### src/rtl/ring_counter_monitor.sv
// ring_counter_monitor
// Receive-side checker for a free-running one-hot ring counter bus.
// It acquires lock on the rotation sequence and reports the binary index of
// the hot bit. It also flags and counts sequence errors, and it drops lock
// after repeated misses.
//
// Ports
//   clk     : single clock, rising edge
//   clr_n   : asynchronous active-low reset
//   en      : counter advances on this edge (sampled together with q)
//   q       : N-bit ring counter output
//   idx     : binary position of the hot bit in the last legal sample
//   valid   : last sample was legal (exactly one bit set)
//   locked  : monitor is tracking the sequence
//   err     : one-cycle pulse on a mismatch while locked
//   wrap    : one-cycle pulse when the locked sequence returns to the start pattern
//   err_cnt : saturating mismatch count, cleared only by reset
module ring_counter_monitor #(
    parameter int N        = 3,
    parameter bit DIR      = 1'b0,
    parameter int LOCK_CNT = 2,
    parameter int MISS_MAX = 2,
    localparam int IW      = (N > 2) ? $clog2(N) : 1
) (
    input  logic          clk,
    input  logic          clr_n,
    input  logic          en,
    input  logic [N-1:0]  q,
    output logic [IW-1:0] idx,
    output logic          valid,
    output logic          locked,
    output logic          err,
    output logic          wrap,
    output logic [7:0]    err_cnt
);

    localparam int RW = (LOCK_CNT < 2) ? 1 : $clog2(LOCK_CNT + 1);
    localparam int MW = (MISS_MAX < 2) ? 1 : $clog2(MISS_MAX + 1);
    localparam logic [N-1:0] START = DIR ? {1'b1, {(N-1){1'b0}}} : {{(N-1){1'b0}}, 1'b1};

    typedef enum logic [1:0] {
        SEARCH = 2'd0,
        SYNC   = 2'd1,
        LOCKED = 2'd2
    } state_t;

    state_t         st_reg, st_next;
    logic [N-1:0]   exp_reg, exp_next;
    logic [N-1:0]   prev_reg, prev_next;
    logic [RW-1:0]  run_reg, run_next;
    logic [MW-1:0]  miss_reg, miss_next;
    logic [IW-1:0]  idx_reg, idx_next;
    logic           valid_reg, valid_next;
    logic           locked_reg, locked_next;
    logic           err_reg, err_next;
    logic           wrap_reg, wrap_next;
    logic [7:0]     err_cnt_reg, err_cnt_next;

    logic           legal;
    logic           match;

    // One step of rotation in the configured direction, wrapping at the ends.
    function automatic logic [N-1:0] rot(input logic [N-1:0] p);
        if (DIR)
            return {p[0], p[N-1:1]};
        else
            return {p[N-2:0], p[N-1]};
    endfunction

    // Predicted next sample: the counter only moves when en was high.
    function automatic logic [N-1:0] nxt(input logic [N-1:0] p, input logic adv);
        return adv ? rot(p) : p;
    endfunction

    function automatic logic [IW-1:0] enc(input logic [N-1:0] p);
        logic [IW-1:0] r;
        r = '0;
        for (int i = 0; i < N; i++)
            if (p[i])
                r = IW'(i);
        return r;
    endfunction

    // Exactly one bit set: nonzero and clearing the lowest set bit leaves zero.
    assign legal = (q != '0) && ((q & (q - 1'b1)) == '0);
    assign match = (q == exp_reg);

    always_comb begin
        st_next      = st_reg;
        exp_next     = exp_reg;
        prev_next    = q;
        run_next     = run_reg;
        miss_next    = miss_reg;
        idx_next     = legal ? enc(q) : idx_reg;
        valid_next   = legal;
        err_next     = 1'b0;
        wrap_next    = 1'b0;
        err_cnt_next = err_cnt_reg;

        unique case (st_reg)
            SEARCH: begin
                if (legal) begin
                    exp_next = nxt(q, en);
                    run_next = '0;
                    st_next  = SYNC;
                end
            end
            SYNC: begin
                if (match) begin
                    exp_next = nxt(q, en);
                    run_next = run_reg + 1'b1;
                    if (32'(run_reg) + 32'd1 == 32'(LOCK_CNT)) begin
                        st_next   = LOCKED;
                        miss_next = '0;
                    end
                end else if (legal) begin
                    exp_next = nxt(q, en);
                    run_next = '0;
                end else begin
                    st_next = SEARCH;
                end
            end
            LOCKED: begin
                if (match) begin
                    exp_next  = nxt(q, en);
                    miss_next = '0;
                    // A held counter (q unchanged) must not re-fire wrap.
                    wrap_next = (q == START) && (q != prev_reg);
                end else begin
                    err_next     = 1'b1;
                    err_cnt_next = (err_cnt_reg == 8'hFF) ? err_cnt_reg : err_cnt_reg + 8'd1;
                    // Keep predicting the free-running sequence through a glitch.
                    exp_next     = nxt(exp_reg, en);
                    miss_next    = miss_reg + 1'b1;
                    if (32'(miss_reg) + 32'd1 == 32'(MISS_MAX))
                        st_next = SEARCH;
                end
            end
            default: begin
                st_next = SEARCH;
            end
        endcase

        locked_next = (st_next == LOCKED);
    end

    always_ff @(posedge clk or negedge clr_n) begin
        if (!clr_n) begin
            st_reg      <= SEARCH;
            exp_reg     <= '0;
            prev_reg    <= '0;
            run_reg     <= '0;
            miss_reg    <= '0;
            idx_reg     <= '0;
            valid_reg   <= 1'b0;
            locked_reg  <= 1'b0;
            err_reg     <= 1'b0;
            wrap_reg    <= 1'b0;
            err_cnt_reg <= '0;
        end else begin
            st_reg      <= st_next;
            exp_reg     <= exp_next;
            prev_reg    <= prev_next;
            run_reg     <= run_next;
            miss_reg    <= miss_next;
            idx_reg     <= idx_next;
            valid_reg   <= valid_next;
            locked_reg  <= locked_next;
            err_reg     <= err_next;
            wrap_reg    <= wrap_next;
            err_cnt_reg <= err_cnt_next;
        end
    end

    assign idx     = idx_reg;
    assign valid   = valid_reg;
    assign locked  = locked_reg;
    assign err     = err_reg;
    assign wrap    = wrap_reg;
    assign err_cnt = err_cnt_reg;

endmodule

### config.mk
export PLATFORM = sky130hd
export DESIGN_NAME = ring_counter_monitor
export DESIGN_NICKNAME = d
export VERILOG_FILES = /design/src/rtl/ring_counter_monitor.sv
export SDC_FILE = /design/constraint.sdc
export NUM_CORES = 1
export LEC_CHECK = 0
export ABC_AREA = 1
export CAP_MARGIN = 20
export CORE_ASPECT_RATIO = 1.2
export CORE_MARGIN = 1.5
export CORE_UTILIZATION = 32
export DETAILED_ROUTE_END_ITERATION = 12
export SLEW_MARGIN = 0
export SYNTH_ARGS = -nofsm -noshare
export SYNTH_HDL_FRONTEND = slang
export SYNTH_SLANG_ARGS = --single-unit
### constraint.sdc
create_clock -name clk -period 2.1 [get_ports clk]
set_clock_uncertainty 0.05 [all_clocks]
set_input_delay 0.525 -clock clk [delete_from_list [all_inputs] [get_ports clk]]
set_output_delay 0.525 -clock clk [all_outputs]
set_load 0.05 [all_outputs]
== Yosys cells after proc, flatten, opt, wreduce, memory -nomap -nowiden ==
Cells that the tools add are included.

* Input port bits: 6
* Register bits: 26
* Word-level logic and storage cells: 69
* Memory bits (writable): 0
* Bits in latches: 0
* Memories kept: 0
* Memory bits (read-only): 0

* Bitwise gates (word level): 3
* $lt $le $gt $ge: 0
* Shift-type cells: 0
* Reduce and logical (&&, ||, !) cells: 11
* Multiply operators: 0
* Mux-type cells: 26
* $add $sub $neg: 6
* Divide/modulo/power cells: 0
* Equality and inequality tests: 12

{| class="wikitable"
|+ Operators by type and width
! kind !! number
|-
| $mux 2 || 12
|-
| $mux 3 || 5
|-
| $pmux 3 s3 || 1
|-
| $add 8x1->8 const B || 1
|-
| $eq 8x8->1 const B || 1
|-
| $pmux 2 s2 || 2
|-
| $add 2x1->3 const B || 2
|-
| $eq 3x2->1 const B || 2
|-
| $pmux 2 s3 || 1
|-
| $reduce_and 3->1 || 2
|-
| $reduce_bool 3->1 || 2
|-
| $mux 1 || 5
|-
| $add 2x1->2 const B || 2
|-
| $eq 2x2->1 const B || 2
|-
| $ne 2x2->1 const B || 2
|-
| $reduce_bool 2->1 || 2
|-
| $and 3x3->3 || 1
|-
| $eq 3x1->1 const B || 1
|-
| $eq 3x3->1 || 1
|-
| $logic_not 3->1 || 1
|-
| $ne 3x3->1 || 1
|-
| $ne 3x3->1 const B || 1
|-
| $sub 3x1->3 const B || 1
|-
| $eq 2x1->1 const B || 1
|-
| other kinds (4) || 6
|}

== Logic depth before layout (Yosys ltp) ==
* Word-level depth: 8
* Depth in mapped cells: 11
* Mapped depth without buffers: 11

== Worst setup path after synthesis ==
No wires, ideal clock.

* Path type: register to register
* Start point: register err_cnt_reg[0], in the netlist err_cnt[0]
* End point: register err_cnt_reg[3], in the netlist err_cnt[3]
* Setup time: 0.143 ns
* Period minus slack after synthesis: 1.883 ns
* Slack: 0.217 ns
* Buffers on the path: 0
* Cell stages (with the launch flop): 8
* Arrival: 1.690 ns
* Data required time: 1.907 ns
* Cells stage by stage: dfrtp_1 -> ha_1 -> nand3_1 -> nor3_2 -> nand3_2 -> nand2_4 -> nor2_8 -> xor2_2

* Word-level cells in the longest chain between the ends: 3

{| class="wikitable"
|+ RTL lines
! what !! line !! text
|-
| start: declaration || 57 || <nowiki>logic [7:0] err_cnt_reg, err_cnt_next;</nowiki>
|-
| start signal: assignment || 171 || <nowiki>err_cnt_reg <= err_cnt_next;</nowiki>
|-
| branches (longest 3 deep; another with $add 8x1->8) || -- ||
|}

Several ways; the timed one is not identified.
A chain may end at the register's enable or synchronous reset.

== Final worst setup path ==
* Start point: register idx_reg[0], in the netlist idx[0]
* End point: output idx[0]

{| class="wikitable"
|+ RTL lines
! what !! line !! text
|-
| start: declaration || 52 || <nowiki>logic [IW-1:0] idx_reg, idx_next;</nowiki>
|-
| start signal: assignment || 166 || <nowiki>idx_reg <= idx_next;</nowiki>
|-
| end: declaration || 29 || <nowiki>output logic [IW-1:0] idx,</nowiki>
|}

No word-level cell between the ends.

==> results.md <==
- P per Cell Area: 896 nW/um2
- Via Count: 1415
- Remaining antenna violation count after routing: 0
- Wire length of the first global-routing pass: 6.22 mm
- Full die area: 5360 um2
- Number of buffers inserted by port buffering: 19
- Area Overhead vs Synth: 30.2%
- Worst EP required: 1.52 ns
- Main synth FF type: sky130_fd_sc_hd__dfrtp_1
- Worst-path maximum fanout: 2
- Avg Inst Size Synth: 8.01 um2
- Relative contribution of the clock network to total power: 22.7%
- Share of cells above drive strength 1: 22.5%
- Instance count on the critical path: 1
- Count of yosys warnings during synthesis: 0
- Synth async-reset ratio: 100%
- Final non-filler cell area: 2050 um2
- Antenna violations before repair: 0
- Cells on worst reg2reg path: 8
- Clk_lat worst skew: 0.27 ns
- Die width: 67.1 um
- Tmin final: 2.00 ns
- Minimum setup slack among reg-to-reg paths: 0.43 ns
- Max transition margin: 66.5%
- Clk pin slew, worst setup/hold paths: 0.10 ns
- Placed Instance Area: 1980 um2
- Capturing element of the worst setup path: idx[0]
- Number of flip-flops and latches in the synthesized netlist: 26
- Final Power: 1.84 mW
- Initial standard-cell utilization of the core: 33.8%
- Master cell of the clock root buffer: sky130_fd_sc_hd__clkbuf_8
- Aggregate negative setup slack: 0 ns
- Worst IR drop on VDD: 297 uV
- Highest clock frequency the design can meet: 499 MHz
- Tcrit/Tclk final: 95.4%
- Critical path cell sequence: clkdlybuf4s50_1
- Filler-free cell count of the finished design: 298
- Worst Setup SP: idx[0]
- Worst hold margin: 0.426 ns
- Critical path's top delay family: buffers and inverters
- Die Ht: 79.9 um
- Net switching fraction of the power: 37.6%
- Buffers inserted during post-CTS setup optimization: 0
- Worst Tran Pin Value: 0.501 ns
- Max-slew violations: 0
- GRT Total Usage: 15.0%
- Post-synthesis cell type count: 33
- # clock sinks: 26
- Detail-routed via count per cell: 4.75
- Critical path's slowest cell: sky130_fd_sc_hd__clkdlybuf4s50_1
- Portion of total power attributed to combinational logic: 43.0%
- Top cells by area, synth: sky130_fd_sc_hd__dfrtp_1 41%, sky130_fd_sc_hd__nand2_1 15%, sky130_fd_sc_hd__nand3_1 9.5%, sky130_fd_sc_hd__ha_1 5.6%, sky130_fd_sc_hd__inv_1 5.0%
- Total of hold buffers inserted after clock tree synthesis: 0
- Global route total overflow: 0
- Cell internal power dissipation: 1.15 mW
- Nature of the critical path startpoint: register
- Number of flops mapped to enable cells by yosys: 0
- Vias in the first global route: 1433
- Synth top area share: 41.2%
- Footprint of the flip-flops and latches: 651 um2
- Maxcap violations: 0
- Path type of the worst setup path: register to output port
- Number of DRC markers after the initial detailed-route iteration: 155
- Area inside the core boundary: 4660 um2
- Synthesized netlist net count: 210
- Placed Cells: 294
- Post-cts repair resize count: 0
- Antenna cells: 0
- Router iterations before antenna repair: 4
- Pin count of the biggest net entering global routing: 27
- Post-synthesis instance total: 197
- Multi-input gate area: 812 um2
- Count of final hold-check violations: 0
- Endpoints failing setup: 0
- Switch Pwr: 0.692 mW
- Yosys top cell by area: sky130_fd_sc_hd__dfrtp_1
- Post-detailed-routing wire length: 3.37 mm
- Max H-tree Level: 1
- Total of fill cells in the finished design: 476
- Number of rows in the core area: 27
- Data arrival time of the critical path: 1.43 ns
- Share of the yosys chip area belonging to registers: 41.2%
- Post-synth design cell area: 1580 um2
- Setup repair after global routing missed its margin: false
- Fin nets: 254
- CP Buf/Inv Count: 1
- Reg-to-Reg End: exp_reg[2]
- CTS tree: done
- DRC violation count after routing: 0
- Routed length per placed instance: 11.3 um
- GPL Wtd Cong: 0.853
- Worst-case clock buffer depth: 2
- Number of top-level pins: 20
- HPWL reported at the end of detailed placement: 2.58 mm
- Reg power frac: 34.3%
- Worst hold path startpoint: idx[0]
- Slowest Stage Delay on Critical Path: 0.80 ns
- Clock buffer count from CTS: 3
- Flip-flop count of the largest register after layout: 8
- Source of the worst register-to-register timing path: st_reg[0]
- Run status: completed
- Path category of the worst min-delay check: register to register
- Category of the worst setup path capture point: output port
- Lkg Pwr: 1.07 nW
power by group through the flow:
stage / Sequential, mW / Combinational, mW / Clock (mW)
6_report: 0.632 / 0.791 / 0.419
5_1_grt: 0.642 / 0.917 / 0.453
4_1_cts: 0.634 / 0.799 / 0.431
3_5_place_dp: 0.643 / 0.796 / 0
3_3_place_gp: 0.645 / 0.793 / 0
2_1_floorplan: 0.665 / 0.532 / 0
Yosys cell counts (2+ instances only):
| master | n |
|---|---|
| sky130_fd_sc_hd__inv_1 | 21 |
| sky130_fd_sc_hd__nor2_1 | 6 |
| sky130_fd_sc_hd__nand4_1 | 3 |
| sky130_fd_sc_hd__or2_2 | 3 |
| sky130_fd_sc_hd__a21oi_1 | 3 |
| sky130_fd_sc_hd__o22ai_1 | 2 |
| sky130_fd_sc_hd__dfrtp_1 | 26 |
| sky130_fd_sc_hd__ha_1 | 7 |
| sky130_fd_sc_hd__nand2_1 | 61 |
| sky130_fd_sc_hd__o21ai_0 | 7 |
| sky130_fd_sc_hd__xnor2_1 | 3 |
| sky130_fd_sc_hd__inv_2 | 2 |
| sky130_fd_sc_hd__xor2_1 | 2 |
| sky130_fd_sc_hd__nand2_4 | 2 |
| sky130_fd_sc_hd__nand3_1 | 30 |
| sky130_fd_sc_hd__nand2_2 | 2 |
stage by stage:
step	utilization, %	setup WS (ns)
2_1_floorplan	-	0.217
3_3_place_gp	42.5	-0.0899
3_5_place_dp	42.5	-0.138
4_1_cts	44.1	0.0830
5_1_grt	44.1	0.0136
6_report	44.1	0.0957
worst min path at each step:
stage / slack [ns] / cells after the start / end
global placement: 0.40 / 2 / idx[1]
floorplan: 0.18 / 0 / err
finish: 0.43 / 2 / idx[0]
CTS: 0.43 / 2 / idx[0]
detailed placement: 0.41 / 2 / idx[0]
global route: 0.47 / 2 / idx[0]
cell usage in the layout, fill, tap and decap left out, drive strengths merged, types with 2 or more instances in the layout:
| master | count |
|---|---|
| nand4 | 3 |
| a21oi | 3 |
| inv | 23 |
| nand3 | 32 |
| xnor2 | 4 |
| ha | 7 |
| or2 | 3 |
| buf | 32 |
| clkdlybuf4s50 | 10 |
| o21ai | 8 |
| clkbuf | 3 |
| nor2 | 7 |
| xor2 | 3 |
| nor3 | 2 |
| nand2 | 65 |
| dfrtp | 26 |
| o22ai | 2 |
final cells by class:
class / instances / share of cell area (%)
Clock inverter: 1 / 1.46
Tap cell: 58 / 3.53
Multi-Input combinational cell: 144 / 39.5
Sequential cell: 26 / 31.7
Clock buffer: 3 / 2.01
Inverter: 24 / 4.63
Timing Repair Buffer: 42 / 17.2
routing by layer:
metal | global-route usage [%] | up-vias | routed length [um]
met5 | 0 | - | 0
met4 | 5.71 | 0 | 43
met3 | 1.69 | 4 | 132
met2 | 26.0 | 35 | 1620
met1 | 18.6 | 652 | 1570
li1 | - | 724 | -
cells by family (layout without fill, tap and decap cells):
group	after synthesis	after routing	synth area share, %
fa+ha+maj	7	7	5.55
flops	26	26	41.2
compound gates	14	14	5.07
buf+inv	27	70	7.30
xor+xnor	7	7	4.84
simple gates	115	115	35.4
mux	1	1	0.634
No activity file was read; power rests on OpenSTA's default activity.
